## config.mk

```make
export PLATFORM = sky130hd
export DESIGN_NAME = bandai_mapper_gen
export DESIGN_NICKNAME = d
export VERILOG_FILES = /design/src/rtl/bandai_mapper_pkg.sv /design/src/rtl/bandai_mapper_gen_unlock.sv /design/src/rtl/bandai_mapper_gen.sv
export SDC_FILE = /design/constraint.sdc
export NUM_CORES = 1
export LEC_CHECK = 0
export ABC_AREA = 1
export BUFFER_PORTS_ARGS = -buffer_cell sky130_fd_sc_hd__buf_2
export CORE_UTILIZATION = 40
export DETAILED_ROUTE_END_ITERATION = 6
export PLACE_DENSITY = 0.54
export SYNTH_ARGS = -nofsm -noshare
export SYNTH_HDL_FRONTEND = slang
export SYNTH_SLANG_ARGS = --single-unit
```

## constraint.sdc

```tcl
create_clock -name CLK -period 7.05 [get_ports CLK]
set_clock_uncertainty 0.05 [all_clocks]
set_input_delay 1.41 -clock CLK [delete_from_list [all_inputs] [get_ports CLK]]
set_output_delay 1.41 -clock CLK [all_outputs]
set_load 0.05 [all_outputs]
```

## src/rtl/bandai_mapper_pkg.sv

```systemverilog
// Shared types and constants for the Bandai-style cartridge mapper.
// MAPPER_WIDE_BANK_EN selects 16-bit bank registers and data bus.
package bandai_mapper_pkg;

  typedef enum logic [1:0] {
    ST_ARMED,
    ST_SHIFT,
    ST_DONE
  } unlock_state_t;

  localparam int CTRL_REARM_BIT = 0;
  localparam int CTRL_BUSY_BIT  = 6;
  localparam int CTRL_ARMED_BIT = 7;

  localparam logic [7:0] HI_PORT_OFFSET = 8'h10;

  localparam int DEF_SEQ_LEN = 18;
  localparam logic [DEF_SEQ_LEN-1:0] DEF_SEQ_PAT = 18'h05140;

`ifdef MAPPER_WIDE_BANK_EN
  localparam int DQ_W = 16;
`else
  localparam int DQ_W = 8;
`endif

  typedef struct packed {
    logic       hit;
    logic       ctrl;
    logic       hi;
    logic [3:0] idx;
  } port_dec_t;

endpackage

```

## src/rtl/bandai_mapper_gen_unlock.sv

```systemverilog
// Unlock bit-stream generator: waits armed, streams the pattern LSB first,
// then idles high until re-armed from the mapper's control register.
module unlock_seq_gen
  import bandai_mapper_pkg::*;
#(
  parameter int                   SEQ_LEN = DEF_SEQ_LEN,
  parameter logic [SEQ_LEN-1:0]   SEQ_PAT = DEF_SEQ_PAT
) (
  input  logic CLK,
  input  logic RST,
  input  logic trigger,
  input  logic rearm,
  output logic SO,
  output logic ARMED,
  output logic busy
);

  localparam int CNT_W = $clog2(SEQ_LEN + 1);

  unlock_state_t      state, state_nxt;
  logic [SEQ_LEN-1:0] sreg, sreg_nxt;
  logic [CNT_W-1:0]   cnt, cnt_nxt;
  logic               so_q, so_nxt;

  always_ff @(posedge CLK or posedge RST) begin
    if (RST) begin
      state <= ST_ARMED;
      sreg  <= '1;
      cnt   <= '0;
      so_q  <= 1'b1;
    end else begin
      state <= state_nxt;
      sreg  <= sreg_nxt;
      cnt   <= cnt_nxt;
      so_q  <= so_nxt;
    end
  end

  // SO is registered, so bit 0 leaves on the very edge that samples the trigger.
  always_comb begin
    state_nxt = state;
    sreg_nxt  = sreg;
    cnt_nxt   = cnt;
    so_nxt    = so_q;
    case (state)
      ST_ARMED: begin
        if (trigger) begin
          so_nxt    = SEQ_PAT[0];
          sreg_nxt  = {1'b1, SEQ_PAT[SEQ_LEN-1:1]};
          cnt_nxt   = CNT_W'(1);
          state_nxt = ST_SHIFT;
        end
      end
      ST_SHIFT: begin
        if (cnt == CNT_W'(SEQ_LEN)) begin
          so_nxt    = 1'b1;
          state_nxt = ST_DONE;
        end else begin
          so_nxt   = sreg[0];
          sreg_nxt = {1'b1, sreg[SEQ_LEN-1:1]};
          cnt_nxt  = cnt + CNT_W'(1);
        end
      end
      ST_DONE: begin
        so_nxt = 1'b1;
        if (rearm) state_nxt = ST_ARMED;
      end
      default: state_nxt = ST_ARMED;
    endcase
  end

  assign SO    = so_q;
  assign ARMED = (state == ST_ARMED);
  assign busy  = (state == ST_SHIFT);

endmodule

```

## src/rtl/bandai_mapper_gen.sv

```systemverilog
// Cartridge mapper top: WEn synchroniser, write capture, bank file, decode.
// MAPPER_WIDE_BANK_EN adds 16-bit banks with separately addressed high bytes.
module bandai_mapper_gen
  import bandai_mapper_pkg::*;
#(
  parameter int                 NBANK       = 4,
  parameter int                 RADDR_W     = 7,
  parameter logic [7:0]         BASE_PORT   = 8'hC0,
  parameter logic [7:0]         UNLOCK_PORT = 8'hA5,
  parameter int                 SEQ_LEN     = DEF_SEQ_LEN,
  parameter logic [SEQ_LEN-1:0] SEQ_PAT     = DEF_SEQ_PAT
) (
  input  logic               CLK,
  input  logic               RST,
  input  logic               CEn,
  input  logic               SSn,
  input  logic               WEn,
  input  logic               OEn,
  input  logic [7:0]         ADDR,
  input  logic [3:0]         SEG,
  input  logic [DQ_W-1:0]    DQ_I,
  output logic [DQ_W-1:0]    DQ_O,
  output logic               DQ_OE,
  output logic               SO,
  output logic               SO_OE,
  output logic               ROMCEn,
  output logic               RAMCEn,
  output logic [RADDR_W-1:0] RADDR,
  output logic               ARMED
);

  localparam int IDXW = (NBANK > 1) ? $clog2(NBANK) : 1;

  logic [DQ_W-1:0] bank [NBANK];
  logic            we_s1, we_s2, we_s3;
  logic            cap_valid;
  logic [7:0]      cap_addr;
  logic [DQ_W-1:0] cap_data;
  logic            io_cyc, mem_cyc, commit, rearm, trigger, busy;
  port_dec_t       cap_dec, rd_dec;

  function automatic port_dec_t decode_port(input logic [7:0] a);
    port_dec_t d;
    int        off;
    d   = '0;
    off = int'(a) - int'(BASE_PORT);
    if (off >= 0 && off < NBANK) begin
      d.hit = 1'b1;
      d.idx = 4'(off);
    end else if (off == NBANK) begin
      d.hit  = 1'b1;
      d.ctrl = 1'b1;
    end
`ifdef MAPPER_WIDE_BANK_EN
    else if (off >= int'(HI_PORT_OFFSET) && off < int'(HI_PORT_OFFSET) + NBANK) begin
      d.hit = 1'b1;
      d.hi  = 1'b1;
      d.idx = 4'(off - int'(HI_PORT_OFFSET));
    end
`endif
    return d;
  endfunction

  assign io_cyc  = ~SSn & CEn;
  assign mem_cyc = SSn & ~CEn;
  assign cap_dec = decode_port(cap_addr);
  assign rd_dec  = decode_port(ADDR);
  assign commit  = we_s2 & ~we_s3 & cap_valid;
  assign rearm   = commit & cap_dec.ctrl & cap_data[CTRL_REARM_BIT];
  assign trigger = io_cyc & (ADDR == UNLOCK_PORT);

  // Bus and data are re-captured every cycle the synced strobe is low, so the
  // last values before WEn rises are the ones committed.
  always_ff @(posedge CLK or posedge RST) begin
    if (RST) begin
      we_s1     <= 1'b1;
      we_s2     <= 1'b1;
      we_s3     <= 1'b1;
      cap_valid <= 1'b0;
      cap_addr  <= '0;
      cap_data  <= '0;
    end else begin
      we_s1 <= WEn;
      we_s2 <= we_s1;
      we_s3 <= we_s2;
      if (~we_s2 & io_cyc) begin
        cap_valid <= 1'b1;
        cap_addr  <= ADDR;
        cap_data  <= DQ_I;
      end else if (commit) begin
        cap_valid <= 1'b0;
      end
    end
  end

  always_ff @(posedge CLK or posedge RST) begin
    if (RST) begin
      for (int i = 0; i < NBANK; i++) bank[i] <= '1;
    end else if (commit & cap_dec.hit & ~cap_dec.ctrl) begin
`ifdef MAPPER_WIDE_BANK_EN
      if (cap_dec.hi) bank[cap_dec.idx[IDXW-1:0]][15:8] <= cap_data[7:0];
      else            bank[cap_dec.idx[IDXW-1:0]][7:0]  <= cap_data[7:0];
`else
      bank[cap_dec.idx[IDXW-1:0]] <= cap_data;
`endif
    end
  end

  unlock_seq_gen #(
    .SEQ_LEN (SEQ_LEN),
    .SEQ_PAT (SEQ_PAT)
  ) u_unlock (
    .CLK     (CLK),
    .RST     (RST),
    .trigger (trigger),
    .rearm   (rearm),
    .SO      (SO),
    .ARMED   (ARMED),
    .busy    (busy)
  );

  assign SO_OE  = ~RST;
  assign ROMCEn = ~(mem_cyc & (SEG >= 4'd2));
  assign RAMCEn = ~(mem_cyc & (SEG == 4'd1));
  assign DQ_OE  = io_cyc & rd_dec.hit & ~OEn & WEn;

  // Segments beyond the bank file fold bank 0 into the upper address bits.
  always_comb begin
    RADDR = '0;
    if (mem_cyc && SEG != 4'd0) begin
      if (int'(SEG) < NBANK) RADDR = bank[SEG[IDXW-1:0]][RADDR_W-1:0];
      else                   RADDR = {bank[0][RADDR_W-5:0], SEG};
    end
  end

  always_comb begin
    DQ_O = '0;
    if (DQ_OE) begin
      if (rd_dec.ctrl) begin
        DQ_O[CTRL_ARMED_BIT] = ARMED;
        DQ_O[CTRL_BUSY_BIT]  = busy;
      end else begin
`ifdef MAPPER_WIDE_BANK_EN
        if (rd_dec.hi) DQ_O = {8'h00, bank[rd_dec.idx[IDXW-1:0]][15:8]};
        else           DQ_O = {8'h00, bank[rd_dec.idx[IDXW-1:0]][7:0]};
`else
        DQ_O = bank[rd_dec.idx[IDXW-1:0]];
`endif
      end
    end
  end

endmodule

```

==> results of run 1 <==
worst reg2reg max path, cell delays in order (launching register included):
cell,delay (ns)
dfstp_2,0.54
inv_2,0.05
nor2_4,0.08
nand2_2,0.13
nor2_1,0.15
nand2_1,0.46
nand2_1,0.23
o21ai_2,0.07
through the flow:
step | setup WS [ns] | total power [µW]
3_3_place_gp | 2.59 | 980
4_1_cts | 2.56 | 1340
6_report | 2.55 | 1320
5_1_grt | 2.37 | 1410
2_1_floorplan | 2.37 | 914
3_5_place_dp | 2.56 | 990
power groups by stage:
stage                     Combinational (µW)  Sequential (µW)  Clock [µW]
after floorplan                          284              630           0
after CTS                                354              630         353
after global routing                     392              643         371
final                                    346              630         340
after detailed placement                 353              637           0
after global placement                   346              635           0
how the worst min path moves through the flow:
stage	startpoint	depth (start not counted)	slack, ns	endpoint
final	we_s1$_DFF_PP1_	0	0.31	we_s2$_DFF_PP1_
after global routing	we_s1$_DFF_PP1_	0	0.31	we_s2$_DFF_PP1_
after CTS	we_s1$_DFF_PP1_	0	0.31	we_s2$_DFF_PP1_
after detailed placement	we_s1$_DFF_PP1_	0	0.30	we_s2$_DFF_PP1_
after global placement	we_s1$_DFF_PP1_	0	0.30	we_s2$_DFF_PP1_
after floorplan	we_s1$_DFF_PP1_	0	0.30	we_s2$_DFF_PP1_
layer usage:
| metal | global-route usage, % | wire length (µm) |
|---|---|---|
| met1 | 27.6 | 4740 |
| met2 | 33.8 | 4760 |
| met3 | 3.63 | 438 |
| met4 | 7.26 | 143 |
| met5 | 0 | 0 |
state kept, by name, indices dropped and copies added (netlist names):
name / flops
bank: 32
u_unlock.SO: 1
we_s2: 1
u_unlock.cnt: 5
cap_valid: 1
we_s1: 1
cap_addr: 8
u_unlock.sreg: 17
we_s3: 1
cap_data: 8
u_unlock.state: 2
cell families (layout without fill, tap and decap cells):
family | count (synthesis) | count (layout) | synth area share (%)
buffers and inverters | 66 | 114 | 7.38
multiplexers | 3 | 3 | 0.823
flip-flops | 77 | 77 | 48.6
adder cells (fa/ha/maj) | 6 | 6 | 1.83
XOR/XNOR | 3 | 3 | 0.640
AND/OR/NAND/NOR | 253 | 253 | 28.1
AO/OA/AOI/OAI | 87 | 87 | 12.7
final cells by class:
class / instances / area share (%)
sequential: 77 / 43.3
tap: 133 / 3.62
timing repair buffer: 48 / 5.33
clock inverter: 6 / 1.33
clock buffer: 10 / 2.99
multi-input combinational: 352 / 39.3
inverter: 50 / 4.08
cell usage in the layout, fill, tap and decap left out, types with 2 or more instances in the layout:
master / count
a21oi_1: 29
clkinvlp_4: 2
nor2_4: 2
nand4_1: 5
ha_1: 6
nor2_1: 45
o21ai_0: 22
nand2_1: 137
a31oi_1: 4
inv_1: 45
nor3_1: 3
xor2_1: 2
nor2_2: 2
o21ai_2: 16
a22oi_1: 2
dfstp_2: 53
nor3_4: 3
o2111ai_1: 4
buf_2: 46
clkbuf_8: 10
nand2_4: 2
buf_4: 2
mux2_2: 3
nand2_2: 9
nand3b_1: 6
inv_2: 5
o21ai_1: 10
nor3_2: 2
nand3_1: 32
dfrtp_1: 24
clkinv_2: 2
==> reports/qor.csv, run 1 <==
stage,metric,value,unit
timing,period_share,63.8,%
synthesis,synth_area_leaders,"dfstp_2 (34%), dfrtp_1 (15%), nand2_1 (13%)",
timing,finalCriticalPeriod,4.50,ns
layout,postLayoutCoreUtil,46.6,%
layout,finalNonFillerCells,676,
layout,drive_above_1_share,30.0,%
setup_path,critPathRequiredTime,5.59,ns
synthesis,synth_edf_count,0,
floorplanning,die_area,10700,µm²
routing,routed_wl,10100,µm
layout,final_area,4600,µm²
synthesis,synth_cell_types,36,
setup_path,r2r-end,bank[24]$_DFFE_PP1P_,
global_route,gr-usage-all-layers,20.6,%
place,placed_area,4400,µm²
cts,clk_pin_slew_worst_paths,0.07,ns
global_route,grt_max_degree,69,
timing,setup-violations-final,0,
layout,fillers,997,
power,p_int,844,µW
layout,antenna_cells,0,
routing,wire_per_inst,14.9,µm
status,status,"finished, final reports clean",
synthesis,ys_ff_latch,77,
power,ir_worst_vdd,0.160,mV
routing,avgViaCountPerCell,5.01,
cts,postCtsSetupBuffers,0,
routing,drtIter0Drc,141,
setup_path,crit_family,simple AND/OR/NAND/NOR gates,
cts,htree_levels,3,
setup_path,critPathMaxStageDelay,0.35,ns
power,p_per_area,286,nW/µm²
global_route,grt_pass1_vias,3202,
synthesis,synth_most_common_cell,nand2_1,
setup_path,arrival,3.04,ns
setup_path,endpoint_kind,primary output,
setup_path,worstSetupEndpoint,DQ_O[0],
place,post-dp-hpwl,7260,µm
power,p_clk_share,25.8,%
synthesis,synth_top_area_share,33.9,%
setup_path,path_depth,9,
layout,fin_nets,570,
setup_path,crit_type,input port to primary output,
cts,cts_resized,0,
synthesis,yosys.area.top_type,dfstp_2,
global_route,grt_pass1_wl,16400,µm
layout,regArea,1990,µm²
synthesis,async_flop_share,100,%
synthesis,seq_area_frac_synth,48.6,%
place,place_inst,660,
floorplanning,core-area,9860,µm²
cts,tritoncts,yes,
synthesis,synth_ff_type,dfstp_2,
routing,vias,3387,
setup_path,startpoint,ADDR[5],
floorplanning,start_util,41.6,%
timing,grt_setup_unrepaired,false,
floorplanning,die_y,103,µm
timing,worst_pin_slew,0.861,ns
setup_path,cp-start-kind,input port,
routing,antenna_left,0,
job,cap_violations,0,
layout,syn_to_final_growth,12.1,%
cts,clockBufferDepth,2,
timing,final_max_slew_viol_count,0,
setup_path,path_cells,buf_2 > inv_1 > nand3_2 > nor2_4 > nand2_2 > nor2_1 > o21ai_0 > a21oi_1 > buf_2,
layout,multi_input_area,1810,µm²
power,p_switching,473,µW
global_route,grt_overflow_total,0,
synthesis,yosysWarnings,0,
setup_path,slowest_stage,nor2_4,
power,p_sw_share,35.9,%
floorplanning,die-width,103,µm
timing,slew_headroom,42.6,%
worst_hold_path,min_path_type,flip-flop to flip-flop,
setup_path,critPathMostFrequentCell,buf_2,
setup_path,cp_num_buf_inv,3,
floorplanning,io-pin-count,47,
synthesis,syn_inst,495,
timing,fin_setup_tns,0,ns
setup_path,ff2ff_path_depth,7,
place,port_buffers,46,
synthesis,syn_area_per_cell,8.29,µm²
timing,holdWs,0.308,ns
cts,clock_sinks,77,
cts,clockRootBuffer,clkbuf_8,
synthesis,syn_nets,527,
cts,clock_latency,0.35,ns
power,power.share.sequential,47.9,%
setup_path,worstReg2RegStart,we_s2$_DFF_PP1_,
floorplanning,rows,36,
global_route,antenna_found_initial,0,
routing,drc,0,
synthesis,synthesis.area,4110,µm²
timing,hold_violations,0,
setup_path,worstPathMaxFanout,14,
cts,cts_buffers,9,
setup_path,r2r_slack,5.20,ns
cts,cts_hold_buf,0,
synthesis,synth.top_cells.by_count,"nand2_1 (137), dfstp_2 (53), inv_1 (46)",
power,power_leakage,0.00210,µW
place,routabilityCongestion,0.829,
timing,fmax,0.222,GHz
routing,firstDrtPassIters,5,
power,combPwrFrac,26.3,%
(Power assumes the default switching activity.)
==> inputs of run 2 (changes only) <==
- ABC_AREA: 1 -> 0
- PLACE_DENSITY: 0.54 -> 0.57
- clock period: 7.05 -> 3.9 ns (I/O delays scaled with it)
==> run 2 against run 1 <==
Net effect:
- final cell count fell by 28%
- final area fell by 4.7%
- wire length fell by 17%
- synthesized area fell by 6.6%
- sequential power rose by 78%
- flip-flop and latch count did not move
- non-clock buffer count rose by 4
- power rose by 70%
- hold slack improved by 0.0016 ns
- global-route usage fell by 2.3 points
- register-to-register slack got worse by 3.8 ns
- critical path type unchanged
- largest cell class unchanged
==> reports/qor.csv, run 2 <==
stage,metric,value,unit
setup_path,critPathRequiredTime,3.07,ns
global_route,gr-usage-all-layers,18.4,%
cts,clock_sinks,77,
place,post-dp-hpwl,5880,µm
synthesis,yosysWarnings,0,
worst_hold_path,min_to,we_s2$_DFF_PP1_,
cts,cts_resized,0,
floorplanning,rows,35,
floorplanning,die_area,9990,µm²
routing,avgViaCountPerCell,5.40,
timing,fmax,0.295,GHz
global_route,grt_pass1_wl,13800,µm
cts,tritoncts,yes,
layout,finalNonFillerCells,484,
power,ir_worst_vdd,0.210,mV
setup_path,cp-start-kind,input port,
timing,final_max_slew_viol_count,0,
worst_hold_path,hold_path_depth,0,
routing,routed_wl,8400,µm
place,routabilityCongestion,0.771,
timing,fin_setup_tns,0,ns
power,p_per_area,512,nW/µm²
layout,final_area,4390,µm²
global_route,grt_overflow_total,0,
synthesis,ys_ff_latch,77,
cts,cts_buffers,9,
layout,final_cell_mix,"dfstp_2 (53), mux2_2 (50), buf_2 (46), dfrtp_1 (24)",
status,status,"finished, final reports clean",
timing,finalCriticalPeriod,3.39,ns
place,place_inst,468,
power,p_total,2240,µW
layout,largest_reg_flops,32,
timing,slew_headroom,36.9,%
power,power_leakage,0.00183,µW
setup_path,worstPathMaxFanout,7,
setup_path,worstReg2RegStart,cap_addr[3]$_DFFE_PP0P_,
layout,syn_to_final_growth,14.3,%
layout,antenna_cells,0,
synthesis,synth.top_cells.by_count,"dfstp_2 (53), mux2_2 (50), dfrtp_1 (24)",
floorplanning,core-area,9280,µm²
timing,worst_pin_slew,0.946,ns
place,port_buffers,46,
synthesis,syn_area_per_cell,12.7,µm²
timing,period_share,86.9,%
synthesis,synth_most_common_cell,dfstp_2,
cts,htree_levels,3,
floorplanning,start_util,41.3,%
cts,clockBufferDepth,2,
routing,firstDrtPassIters,4,
synthesis,synth_area_leaders,"dfstp_2 (36%), dfrtp_1 (16%), mux2_2 (15%)",
layout,top_regs,"bank x32, u_unlock.sreg x17",
layout,fin_nets,382,
place,placed_area,4210,µm²
synthesis,async_flop_share,100,%
synthesis,yosys.area.top_type,dfstp_2,
synthesis,synthesis.area,3840,µm²
floorplanning,io-pin-count,47,
layout,drive_above_1_share,51.8,%
routing,drtIter0Drc,103,
timing,setup-violations-final,0,
cts,cts_hold_buf,0,
layout,final_common_cell,dfstp_2,
routing,wire_per_inst,17.4,µm
routing,antenna_left,0,
floorplanning,die-width,99.9,µm
routing,drc,0,
synthesis,synth_cell_types,47,
synthesis,synth_edf_count,0,
setup_path,endpoint_kind,primary output,
cts,clk_pin_slew_worst_paths,0.08,ns
setup_path,ff2ff_path_depth,4,
synthesis,syn_inst,303,
cts,clock_latency,0.36,ns
synthesis,syn_nets,335,
setup_path,crit_type,input port to primary output,
worst_hold_path,min_path_type,flip-flop to flip-flop,
worst_hold_path,min-delay-start,we_s1$_DFF_PP1_,
setup_path,r2r-end,bank[15]$_DFFE_PP1P_,
setup_path,r2r_slack,1.38,ns
job,cap_violations,0,
layout,multi_input_area,1740,µm²
timing,grt_setup_unrepaired,false,
cts,clockRootBuffer,clkbuf_8,
cts,postCtsSetupBuffers,0,
setup_path,arrival,2.56,ns
place,dp_slack,0.507,ns
timing,setup_slack,0.510,ns
floorplanning,die_y,99.9,µm
synthesis,synth_top_area_share,36.3,%
global_route,grt_max_degree,78,
layout,top_register,bank,
routing,vias,2614,
layout,fillers,882,
timing,hold_violations,0,
global_route,antenna_found_initial,0,
synthesis,seq_area_frac_synth,52.0,%
global_route,grt_pass1_vias,2569,
layout,regArea,1990,µm²
synthesis,synth_ff_type,dfstp_2,
==> run 2: cell types whose count changed after synthesis, sizes merged, moves of 9 or more <==
cell and change:
nand3 -25, nand2 -138, a22o +13, mux2 +47, inv -39, a211oi +13, o21ai -39, a21oi -18
nor2 -41, nor2b +9
==> run 2: where the power goes <==
group	switching (µW)	internal, µW
Clock	313	235
Sequential	109	1010
Combinational	338	241
Total	761	1480
==> run 2: critical path, cell delays in order <==
cell,delay [ns]
buf_2,0.13
nor4bb_1,0.52
nand3_1,0.42
o32ai_1,0.40
buf_2,0.32
==> run 2: how the worst max path moves through the flow <==
stage,startpoint,endpoint,slack [ns],cells after the start
floorplan,ADDR[0],DQ_O[0],0.21,4
global placement,ADDR[3],DQ_O[0],0.58,6
detailed placement,ADDR[3],DQ_O[6],0.51,6
CTS,ADDR[3],DQ_O[6],0.50,6
global route,ADDR[3],DQ_O[0],0.42,6
finish,SSn,DQ_O[6],0.51,5
==> run 2: routing by layer <==
| metal | track usage [%] | share of wire, % | up-vias |
|---|---|---|---|
| met4 | 8.71 | 2.3 | 0 |
| met1 | 25.8 | 49 | 1330 |
| met3 | 3.34 | 2.8 | 15 |
| li1 | - | - | 1224 |
| met5 | 0 | 0 | - |
| met2 | 27.5 | 46 | 45 |
==> run 2: area by class of cell <==
| type | count | share of cell area [%] |
|---|---|---|
| clock buffers | 10 | 2.91 |
| clock inverters | 6 | 1.11 |
| inverters | 11 | 0.942 |
| multi-input cells | 199 | 39.6 |
| flip-flops and latches | 77 | 45.4 |
| well taps | 129 | 3.68 |
| repair buffers | 52 | 6.28 |
==> run 2: kinds of logic (layout without fill, tap and decap cells) <==
family	after synthesis	after routing	share of synthesized area (%)
buf+inv	27	79	2.87
compound gates	63	63	11.8
flops	77	77	52.0
simple gates	66	66	11.2
fa+ha+maj	6	6	1.96
xor+xnor	1	1	0.228
mux	63	63	20.0
==> run 2: stage by stage <==
step,utilization [%],hold WS (ns)
floorplan,-,0.295
global placement,45.3,0.296
detailed placement,45.3,0.297
CTS,47.2,0.310
global route,47.2,0.312
finish,47.2,0.310
==> inputs of run 3 (changes only) <==
- CTS_BUF_LIST: default -> sky130_fd_sc_hd__clkbuf_8
- REMOVE_ABC_BUFFERS: default -> 1
==> run 3 against run 2 <==
Net effect:
- first-iteration DRC count decreased by 26%
- via count decreased by 0.96%
- utilization increased by 0.43 points
- worst setup slack improved by 0.21 ns
- sequential share of layout area decreased by 0.41 points
- flip-flop and latch count unchanged
- combinational power decreased by 1%
- final area increased by 0.91%
- largest power group unchanged
- highest routed layer unchanged
==> reports/qor.csv, run 3 (synthesis results as in run 2) <==
stage,metric,value,unit
status,status,"finished, final reports clean",
global_route,gr-usage-all-layers,17.9,%
worst_hold_path,min-delay-start,we_s1$_DFF_PP1_,
layout,syn_to_final_growth,15.4,%
layout,largest_reg_flops,32,
setup_path,critPathRequiredTime,3.07,ns
routing,wire_per_inst,17.1,µm
floorplanning,core-area,9280,µm²
global_route,grt_overflow_total,0,
layout,regArea,1990,µm²
job,cap_violations,0,
cts,htree_levels,3,
global_route,grt_pass1_wl,13400,µm
cts,clockBufferDepth,2,
cts,cts_buffers,9,
floorplanning,die-width,99.9,µm
floorplanning,start_util,41.3,%
routing,firstDrtPassIters,6,
layout,final_common_cell,dfstp_2,
setup_path,crit_type,input port to primary output,
timing,slew_headroom,36.5,%
layout,multi_input_area,1740,µm²
power,p_per_area,526,nW/µm²
floorplanning,io-pin-count,47,
cts,clock_latency,0.36,ns
timing,holdWs,0.308,ns
setup_path,endpoint_kind,primary output,
layout,top_register,bank,
layout,top_regs,"bank x32, u_unlock.sreg x17",
timing,fmax,0.315,GHz
timing,hold_violations,0,
layout,fin_nets,383,
cts,postCtsSetupBuffers,0,
timing,period_share,81.4,%
global_route,grt_pass1_vias,2465,
setup_path,arrival,2.35,ns
layout,postLayoutCoreUtil,47.7,%
cts,clk_pin_slew_worst_paths,0.08,ns
cts,tritoncts,yes,
layout,final_area,4430,µm²
power,ir_worst_vdd,0.279,mV
timing,final_max_slew_viol_count,0,
floorplanning,die_y,99.9,µm
cts,clock_sinks,77,
setup_path,worstReg2RegStart,cap_addr[3]$_DFFE_PP0P_,
timing,worst_pin_slew,0.952,ns
routing,drtIter0Drc,76,
layout,drive_above_1_share,52.2,%
layout,fillers,888,
place,routabilityCongestion,0.748,
routing,drc,0,
floorplanning,rows,35,
layout,final_cell_mix,"dfstp_2 (53), mux2_2 (50), buf_2 (46), dfrtp_1 (24)",
routing,antenna_left,0,
global_route,grt_max_degree,78,
routing,routed_wl,8310,µm
timing,fin_setup_tns,0,ns
cts,clockRootBuffer,clkbuf_8,
global_route,antenna_found_initial,0,
worst_hold_path,min_path_type,flip-flop to flip-flop,
setup_path,worstPathMaxFanout,8,
routing,vias,2589,
place,port_buffers,46,
routing,avgViaCountPerCell,5.34,
setup_path,startpoint,SEG[3],
power,power_leakage,0.00185,µW
cts,cts_resized,0,
timing,setup-violations-final,0,
cts,cts_hold_buf,0,
timing,grt_setup_unrepaired,false,
floorplanning,die_area,9990,µm²
place,post-dp-hpwl,5790,µm
timing,finalCriticalPeriod,3.18,ns
layout,antenna_cells,0,
place,placed_area,4220,µm²
setup_path,cp-start-kind,input port,
-- run 3: changes by cell type in the layout (fill, tap and decap cells not counted), sizes merged --
cell / before / now
clkinvlp: 3 / 2
bufinv: 0 / 1
buf: 52 / 53
-- run 3: worst max-delay path: stages --
cell	delay (ns)
buf_2	0.11
or2_2	0.37
o31ai_1	0.67
a211oi_1	0.14
buf_2	0.26
-- run 3: final timing paths --
| path | end | slack (ns) | cells after the start |
|---|---|---|---|
| worst max-delay path | RADDR[0] | 0.72 | 5 |
| worst min-delay path | we_s2$_DFF_PP1_ | 0.31 | 0 |
| worst max register to register | bank[23]$_DFFE_PP1P_ | 1.35 | 4 |
| worst min register to register | we_s2$_DFF_PP1_ | 0.31 | 0 |
| max in group asynchronous | cap_data[1]$_DFFE_PP0P_ | 2.52 | 3 |
| min in group asynchronous | cap_addr[7]$_DFFE_PP0P_ | 0.68 | 3 |
-- run 3: metrics by stage --
step / cells / power [µW] / setup slack [ns]
3_5_place_dp: 469 / 1710 / 0.694
2_1_floorplan: 287 / 1530 / 0.242
3_3_place_gp: 469 / 1690 / 0.696
4_1_cts: 485 / 2340 / 0.690
5_1_grt: 485 / 2450 / 0.458
6_report: 485 / 2330 / 0.724
-- run 3: power breakdown --
part | switching (µW) | total [µW] | leakage (µW) | internal, µW
logic | 331 | 572 | 0.000909 | 241
clock network | 316 | 633 | 0.0000991 | 317
registers | 115 | 1120 | 0.000841 | 1010
total | 762 | 2330 | 0.00185 | 1560
-- run 3: final cells by class --
cell class              instances  area share [%]
clock buffers                  10            3.11
clock inverters                 6            1.61
inverters                      11           0.933
multi-input cells             199            39.3
flip-flops and latches         77            45.0
well taps                     129            3.65
repair buffers                 53            6.39
-- run 3: metal layers --
layer  vias to the layer above  part of all wire, %  track usage, %  wire [µm]
li1                       1230                    -               -          -
met1                      1298                   49            25.4       4080
met2                        49                   46            27.7       3830
met3                        12                  3.0            3.48        252
met4                         0                  1.8            6.00        152
met5                         -                    0               0          0
